==> src/rtl/hwpe_stream_package.sv <==
// Shared stream types for the HWPE source/sink datapath.
//   ctrl_addressgen_t  : address-generator job descriptor
//   flags_addressgen_t : address-generator progress flags
//   state_sourcesink_t : source/sink controller FSM state
//   HWPE_STREAM_ADDR_WORD_BYTES : default byte step between words
package hwpe_stream_package;

  localparam int unsigned HWPE_STREAM_ADDR_WORD_BYTES = 4;

  typedef enum logic [1:0] {
    STREAM_IDLE,
    STREAM_WORKING,
    STREAM_DONE
  } state_sourcesink_t;

  typedef struct packed {
    logic [31:0] base_addr;
    logic [31:0] trans_size;
    logic [15:0] line_stride;
    logic [15:0] line_length;
    logic [15:0] feat_stride;
    logic [15:0] feat_length;
    logic [15:0] feat_roll;
    logic        loop_outer;
    logic        realign_type;
    logic [7:0]  line_length_remainder;
  } ctrl_addressgen_t;

  typedef struct packed {
    logic       enable;
    logic       last;
    logic       first;
    logic [3:0] strb;
  } flags_realign_t;

  typedef struct packed {
    flags_realign_t realign_flags;
    logic           word_update;
    logic           line_update;
    logic           feat_update;
    logic           in_progress;
  } flags_addressgen_t;

  // A zero loop length behaves as a single-iteration loop.
  function automatic logic [15:0] len_or_one(input logic [15:0] len);
    return (len == '0) ? 16'd1 : len;
  endfunction

endpackage

==> src/rtl/hwpe_stream_wrap_counter.sv <==
// Count/offset pair for one level of the address loop nest.
//   clk_i, rst_ni : clock, synchronous active-low reset
//   clear_i       : synchronous clear of count and offset
//   step_i        : advance one iteration
//   wrap_en_i     : allow wrap when the count reaches limit_i
//   limit_i       : iterations per wrap
//   stride_i      : offset increment per iteration
//   off_nxt_o     : offset value after this cycle's update
//   tc_o          : terminal count, the step that wraps this level
module hwpe_stream_wrap_counter #(
  parameter int unsigned CNT_WIDTH = 16
) (
  input  logic                 clk_i,
  input  logic                 rst_ni,
  input  logic                 clear_i,
  input  logic                 step_i,
  input  logic                 wrap_en_i,
  input  logic [CNT_WIDTH-1:0] limit_i,
  input  logic [31:0]          stride_i,
  output logic [31:0]          off_nxt_o,
  output logic                 tc_o
);

  logic [CNT_WIDTH-1:0] cnt_q, cnt_d, cnt_inc;
  logic [31:0]          off_q, off_d;
  logic                 wrap;

  assign cnt_inc   = cnt_q + CNT_WIDTH'(1);
  assign wrap      = wrap_en_i && (cnt_inc == limit_i);
  assign tc_o      = step_i && wrap;
  assign off_nxt_o = off_d;

  always_comb begin
    cnt_d = cnt_q;
    off_d = off_q;
    if (step_i) begin
      if (wrap) begin
        cnt_d = '0;
        off_d = '0;
      end else begin
        cnt_d = cnt_inc;
        off_d = off_q + stride_i;
      end
    end
  end

  always_ff @(posedge clk_i) begin
    if (!rst_ni || clear_i) begin
      cnt_q <= '0;
      off_q <= '0;
    end else begin
      cnt_q <= cnt_d;
      off_q <= off_d;
    end
  end

endmodule

==> src/rtl/hwpe_stream_addr_walker.sv <==
// Word/line/feature address generator feeding a stream source/sink.
//   clk_i, rst_ni   : clock, synchronous active-low reset
//   clear_i         : synchronous soft clear (same as reset)
//   start_i, ctrl_i : job start and descriptor, sampled in STREAM_IDLE
//   addr_o          : registered byte address
//   addr_valid_o    : addr_o valid; addr_ready_i completes the handshake
//   done_o          : one-cycle end-of-job pulse
//   state_o         : FSM state
//   flags_o         : progress flags
module hwpe_stream_addr_walker
  import hwpe_stream_package::*;
#(
  parameter int unsigned WORD_BYTES = HWPE_STREAM_ADDR_WORD_BYTES,
  parameter int unsigned CNT_WIDTH  = 16
) (
  input  logic              clk_i,
  input  logic              rst_ni,
  input  logic              clear_i,
  input  logic              start_i,
  input  ctrl_addressgen_t  ctrl_i,
  output logic [31:0]       addr_o,
  output logic              addr_valid_o,
  input  logic              addr_ready_i,
  output logic              done_o,
  output state_sourcesink_t state_o,
  output flags_addressgen_t flags_o
);

  state_sourcesink_t    state_q, state_d;
  logic [31:0]          base_q, base_d;
  logic [31:0]          trans_size_q, trans_size_d;
  logic [31:0]          trans_cnt_q, trans_cnt_d, trans_cnt_inc;
  logic [31:0]          line_stride_q, line_stride_d;
  logic [31:0]          feat_stride_q, feat_stride_d;
  logic [CNT_WIDTH-1:0] line_len_q, line_len_d;
  logic [CNT_WIDTH-1:0] feat_len_q, feat_len_d;
  logic [CNT_WIDTH-1:0] feat_roll_q, feat_roll_d;
  logic                 loop_outer_q, loop_outer_d;
  logic [31:0]          addr_q, addr_d;

  logic        hs, last, cnt_clr, feat_wrap_en;
  logic        word_tc, line_tc, feat_tc;
  logic [31:0] word_nxt, line_nxt, feat_nxt;
  logic        ctrl_unused;
  logic        feat_tc_unused;

  assign ctrl_unused    = ^{ctrl_i.realign_type, ctrl_i.line_length_remainder};
  assign feat_tc_unused = feat_tc;

  assign hs            = addr_valid_o && addr_ready_i;
  assign trans_cnt_inc = trans_cnt_q + 32'd1;
  assign last          = hs && (trans_cnt_inc == trans_size_q);
  // Counters are held cleared outside WORKING so every job starts at offset 0.
  assign cnt_clr       = clear_i || (state_q != STREAM_WORKING);
  assign feat_wrap_en  = loop_outer_q && (feat_roll_q != '0);

  hwpe_stream_wrap_counter #(.CNT_WIDTH(CNT_WIDTH)) i_word_cnt (
    .clk_i     (clk_i),
    .rst_ni    (rst_ni),
    .clear_i   (cnt_clr),
    .step_i    (hs),
    .wrap_en_i (1'b1),
    .limit_i   (line_len_q),
    .stride_i  (32'(WORD_BYTES)),
    .off_nxt_o (word_nxt),
    .tc_o      (word_tc)
  );

  hwpe_stream_wrap_counter #(.CNT_WIDTH(CNT_WIDTH)) i_line_cnt (
    .clk_i     (clk_i),
    .rst_ni    (rst_ni),
    .clear_i   (cnt_clr),
    .step_i    (word_tc),
    .wrap_en_i (1'b1),
    .limit_i   (feat_len_q),
    .stride_i  (line_stride_q),
    .off_nxt_o (line_nxt),
    .tc_o      (line_tc)
  );

  hwpe_stream_wrap_counter #(.CNT_WIDTH(CNT_WIDTH)) i_feat_cnt (
    .clk_i     (clk_i),
    .rst_ni    (rst_ni),
    .clear_i   (cnt_clr),
    .step_i    (line_tc),
    .wrap_en_i (feat_wrap_en),
    .limit_i   (feat_roll_q),
    .stride_i  (feat_stride_q),
    .off_nxt_o (feat_nxt),
    .tc_o      (feat_tc)
  );

  always_comb begin
    state_d       = state_q;
    base_d        = base_q;
    trans_size_d  = trans_size_q;
    trans_cnt_d   = trans_cnt_q;
    line_stride_d = line_stride_q;
    feat_stride_d = feat_stride_q;
    line_len_d    = line_len_q;
    feat_len_d    = feat_len_q;
    feat_roll_d   = feat_roll_q;
    loop_outer_d  = loop_outer_q;
    addr_d        = addr_q;
    case (state_q)
      STREAM_IDLE: begin
        if (start_i) begin
          base_d        = ctrl_i.base_addr;
          trans_size_d  = ctrl_i.trans_size;
          trans_cnt_d   = '0;
          line_stride_d = 32'(ctrl_i.line_stride);
          feat_stride_d = 32'(ctrl_i.feat_stride);
          line_len_d    = CNT_WIDTH'(len_or_one(ctrl_i.line_length));
          feat_len_d    = CNT_WIDTH'(len_or_one(ctrl_i.feat_length));
          feat_roll_d   = CNT_WIDTH'(ctrl_i.feat_roll);
          loop_outer_d  = ctrl_i.loop_outer;
          addr_d        = ctrl_i.base_addr;
          state_d       = (ctrl_i.trans_size == '0) ? STREAM_DONE : STREAM_WORKING;
        end
      end
      STREAM_WORKING: begin
        if (hs) begin
          trans_cnt_d = trans_cnt_inc;
          // Register the address the counters will point at after this edge.
          addr_d      = base_q + feat_nxt + line_nxt + word_nxt;
          if (last) state_d = STREAM_DONE;
        end
      end
      STREAM_DONE: state_d = STREAM_IDLE;
      default:     state_d = STREAM_IDLE;
    endcase
  end

  always_ff @(posedge clk_i) begin
    if (!rst_ni || clear_i) begin
      state_q       <= STREAM_IDLE;
      base_q        <= '0;
      trans_size_q  <= '0;
      trans_cnt_q   <= '0;
      line_stride_q <= '0;
      feat_stride_q <= '0;
      line_len_q    <= '0;
      feat_len_q    <= '0;
      feat_roll_q   <= '0;
      loop_outer_q  <= 1'b0;
      addr_q        <= '0;
    end else begin
      state_q       <= state_d;
      base_q        <= base_d;
      trans_size_q  <= trans_size_d;
      trans_cnt_q   <= trans_cnt_d;
      line_stride_q <= line_stride_d;
      feat_stride_q <= feat_stride_d;
      line_len_q    <= line_len_d;
      feat_len_q    <= feat_len_d;
      feat_roll_q   <= feat_roll_d;
      loop_outer_q  <= loop_outer_d;
      addr_q        <= addr_d;
    end
  end

  assign addr_o       = addr_q;
  assign addr_valid_o = (state_q == STREAM_WORKING);
  assign done_o       = (state_q == STREAM_DONE);
  assign state_o      = state_q;

  always_comb begin
    flags_o               = '0;
    flags_o.word_update   = hs;
    flags_o.line_update   = word_tc;
    flags_o.feat_update   = line_tc;
    flags_o.in_progress   = (state_q == STREAM_WORKING);
  end

endmodule

==> config.mk <==
export PLATFORM = sky130hd
export DESIGN_NAME = hwpe_stream_addr_walker
export DESIGN_NICKNAME = d
export VERILOG_FILES = /design/src/rtl/hwpe_stream_package.sv /design/src/rtl/hwpe_stream_wrap_counter.sv /design/src/rtl/hwpe_stream_addr_walker.sv
export SDC_FILE = /design/constraint.sdc
export NUM_CORES = 1
export LEC_CHECK = 0
export CAP_MARGIN = 40
export CORE_MARGIN = 8
export CORE_UTILIZATION = 40
export CTS_BUF_LIST = sky130_fd_sc_hd__clkbuf_4
export DETAILED_ROUTE_END_ITERATION = 7
export GPL_ROUTABILITY_DRIVEN = 1
export PLACE_DENSITY = 0.69
export SETUP_SLACK_MARGIN = 0.5
export SLEW_MARGIN = 25
export SYNTH_ARGS = -nofsm -noshare
export SYNTH_HDL_FRONTEND = slang
export SYNTH_SLANG_ARGS = --single-unit
==> constraint.sdc <==
create_clock -name clk_i -period 20.6 [get_ports clk_i]
set_input_delay 3.09 -clock clk_i [delete_from_list [all_inputs] [get_ports clk_i]]
set_output_delay 3.09 -clock clk_i [all_outputs]
set_load 0.01 [all_outputs]
==> metrics.txt <==
syn avg cell area=7.668 um^2; synth top area cells=dfxtp_1 (33%), nand2_1 (8.3%), a21oi_1 (7.3%); r2r startpoint=i_feat_cnt.cnt_q[0]; die span in x=248.7 um; core area=53710 um^2; Post-DRT Antenna Nets=0; unrepaired setup endpoints after global routing=no; area grow syn2layout=17.18%; library cells used by synthesis=80; root buf cell=clkbuf_4; part of the cycle the worst path needs=45.18%; Pins Over Slew Limit=0; Setup Viol. Count Final=0; max-cap viol count=0; hold buffers post-CTS=0; cell with the most instances after synthesis=nand2_1; total power=1.530 mW; die area=61860 um^2; final hold violations=0; Iter 0 DRT Violations=1398; Synthesis Warnings=0; top layer in use=met5; Initial Util=40.33%; CP startpoint=addr_ready_i; Die H=248.7 um; wire length per cell=16.83 um; setup TNS=0 ns; Setup Skew=0.02862 ns; Lkg Pwr=9.958 nW; Overall Global Routing Usage=19.86%; wire length on met1=28.93 mm; antenna violations before repair=6; GR Overflow Total=0; vias per cell=5.301; drc violations=0; largest net degree at the start of global routing=88; worst hold path type=reg2reg; total CTS buffers=102; fin crit period=9.306 ns; routed wl met2=28.70 mm; number of port buffers=189; worst-path fanout max=67; Reg clk slew, reported paths=0.06 ns; outcome=finished clean; Synth Flop Type=dfxtp_1; first-pass GRT wire length=101.7 mm; top-level I/O count=206; TritonRoute pass-1 iters=8; share of layout cells above drive strength 1=7.432%; most common library cells after synthesis=nand2_1 (480), dfxtp_1 (355), a21oi_1 (314); worst skew pair latency=0.85 ns; row count=85; H-tree depth=3; post-CTS setup buffer count=0; Req. time, crit path=21.32 ns; hpwl dp=45.72 mm; Synth area leader=dfxtp_1; nets=3277; CTS resizes=0; top cell type's share of synthesized area=32.81%; clock sinks=355; via count=19.97k; CP startpoint kind=primary input; clock buffer depth=3; number of synthesized flops with an enable pin=0; Max-slew headroom=41.73%; Crit. End Element=register; Cell Area, Synth=21660 um^2; worst setup path class=in2reg; Min Hold Slack=0.4580 ns; Highest Clock Rate=107.5 MHz; WP data arrival=10.02 ns; post-synthesis sequential area ratio=32.81%; peak supply drop=0.03840 mV; Async SR Flop Fraction=0%; vias in the first global route=19.17k; Fillers=5339; TritonCTS clock tree=built; Least-Margin Pin Slew=0.8649 ns; Post-Synthesis Cells=2825; P per Cell Area=60.29 nW/um^2; flops & latches, synth=355; Hold Crit Start=base_q[0]; metal3 WL=3.855 mm; Final GP Congestion=0.8650; drt total wl=63.41 mm
==> power by group <==
part / internal, mW / switching [mW]
Clock: 0.358 / 0.322
Sequential: 0.699 / 0.0103
Combinational: 0.0616 / 0.0800
==> state kept, by name, indices dropped and copies added (netlist names) <==
signal and flops:
line_stride_q 16, i_word_cnt.cnt_q 16, i_feat_cnt.off_q 32, i_line_cnt.off_q 32
i_word_cnt.off_q 32, addr_o 32, trans_cnt_q 32, feat_len_q 16
trans_size_q 32, base_q 32, feat_roll_q 16, line_len_q 16
i_line_cnt.cnt_q 16, feat_stride_q 16, state_o 2, i_feat_cnt.cnt_q 16
loop_outer_q 1
==> placed cells by master (no fill, tap or decap), drive strengths merged, types with 9 or more instances in the layout <==
cell / Yosys / routed
nand2: 480 / 480
dfxtp: 355 / 355
a21oi: 314 / 314
nor2: 250 / 250
clkdlybuf4s50: 0 / 189
o21ai: 157 / 157
clkbuf: 130 / 150
inv: 145 / 147
xnor2: 118 / 118
xor2: 83 / 83
ha: 68 / 68
fa: 64 / 64
nand3: 57 / 57
nor3: 57 / 57
nor4: 44 / 44
and3: 41 / 41
nand4: 39 / 39
a21o: 37 / 37
and2: 37 / 37
or3: 32 / 32
clkinv: 0 / 30
nor2b: 29 / 29
buf: 37 / 28
nand2b: 24 / 24
a31oi: 22 / 22
and4: 17 / 17
o31ai: 14 / 14
a22oi: 13 / 13
nand3b: 12 / 12
a311oi: 10 / 10
a211oi: 10 / 10
o211ai: 10 / 10
mux2i: 9 / 9
==> through the flow <==
stage | instances | area (um^2) | setup slack, ns | utilization, %
6_report | 3767 | 25380 | 11.29 | 47.26
5_1_grt | 3767 | 25380 | 11.04 | 47.26
4_1_cts | 3763 | 25360 | 11.42 | 47.21
3_5_place_dp | 3577 | 24030 | 10.49 | 44.75
3_3_place_gp | 3574 | 23970 | 10.59 | 44.64
2_1_floorplan | 2831 | 21680 | 12.51 | -
==> final cells by class <==
cell class,instances,area (um^2),share of cell area (%)
diodes,3,7.507,0.02957
clock buffers,150,1126,4.436
clock inverters,36,198.9,0.7837
inverters,145,544.3,2.144
multi-input cells,2164,13370,52.68
flip-flops and latches,355,7107,28.00
well taps,696,870.8,3.431
repair buffers,218,2158,8.503
==> kinds of logic (layout without fill, tap and decap cells) <==
| logic type | count (synthesis) | count (layout) | share of synthesized area (%) |
|---|---|---|---|
| and+or+nand+nor | 1158 | 1158 | 25.33 |
| AOI/OAI and AO/OA | 649 | 649 | 17.25 |
| DFF | 355 | 355 | 32.81 |
| buffers and inverters | 312 | 549 | 5.741 |
| xor gates and xnor gates | 202 | 202 | 8.231 |
| adders and majority gates | 133 | 133 | 9.889 |
| muxes | 15 | 15 | 0.7278 |
| other | 1 | 10 | 0.01731 |
==> critical path: stages <==
cell             delay [ns]
clkdlybuf4s50_1        0.51
nand2_2                0.06
buf_4                  0.35
nor4_1                 0.43
nand3b_1               0.30
or2_1                  0.31
buf_4                  0.25
nor4_1                 0.33
a21o_1                 0.26
fa_1                   0.46
inv_1                  0.09
fa_1                   0.42
inv_1                  0.07
ha_1                   0.25
nor2b_1                0.18
o31a_1                 0.30
o211ai_1               0.24
o21ai_0                0.26
a21oi_1                0.34
a31oi_1                0.22
a221o_1                0.41
a21oi_1                0.22
xnor3_1                0.36
xnor2_1                0.21
o22ai_1                0.09
==> per-layer routing <==
layer / global-route usage, % / up-vias
met5: 0 / -
met1: 25.79 / 9325
met4: 6.982 / 8
met3: 4.975 / 129
li1: - / 10020
met2: 31.80 / 484
==> worst paths after layout <==
kind	endpoint	slack [ns]	cells past startpoint
worst max-delay path	addr_o[31]	11.29	25
worst min-delay path	base_q[0]	0.46	2
worst max register to register	addr_o[31]	12.20	28
worst min register to register	base_q[0]	0.46	2
Power figures use the tool's default switching activity.
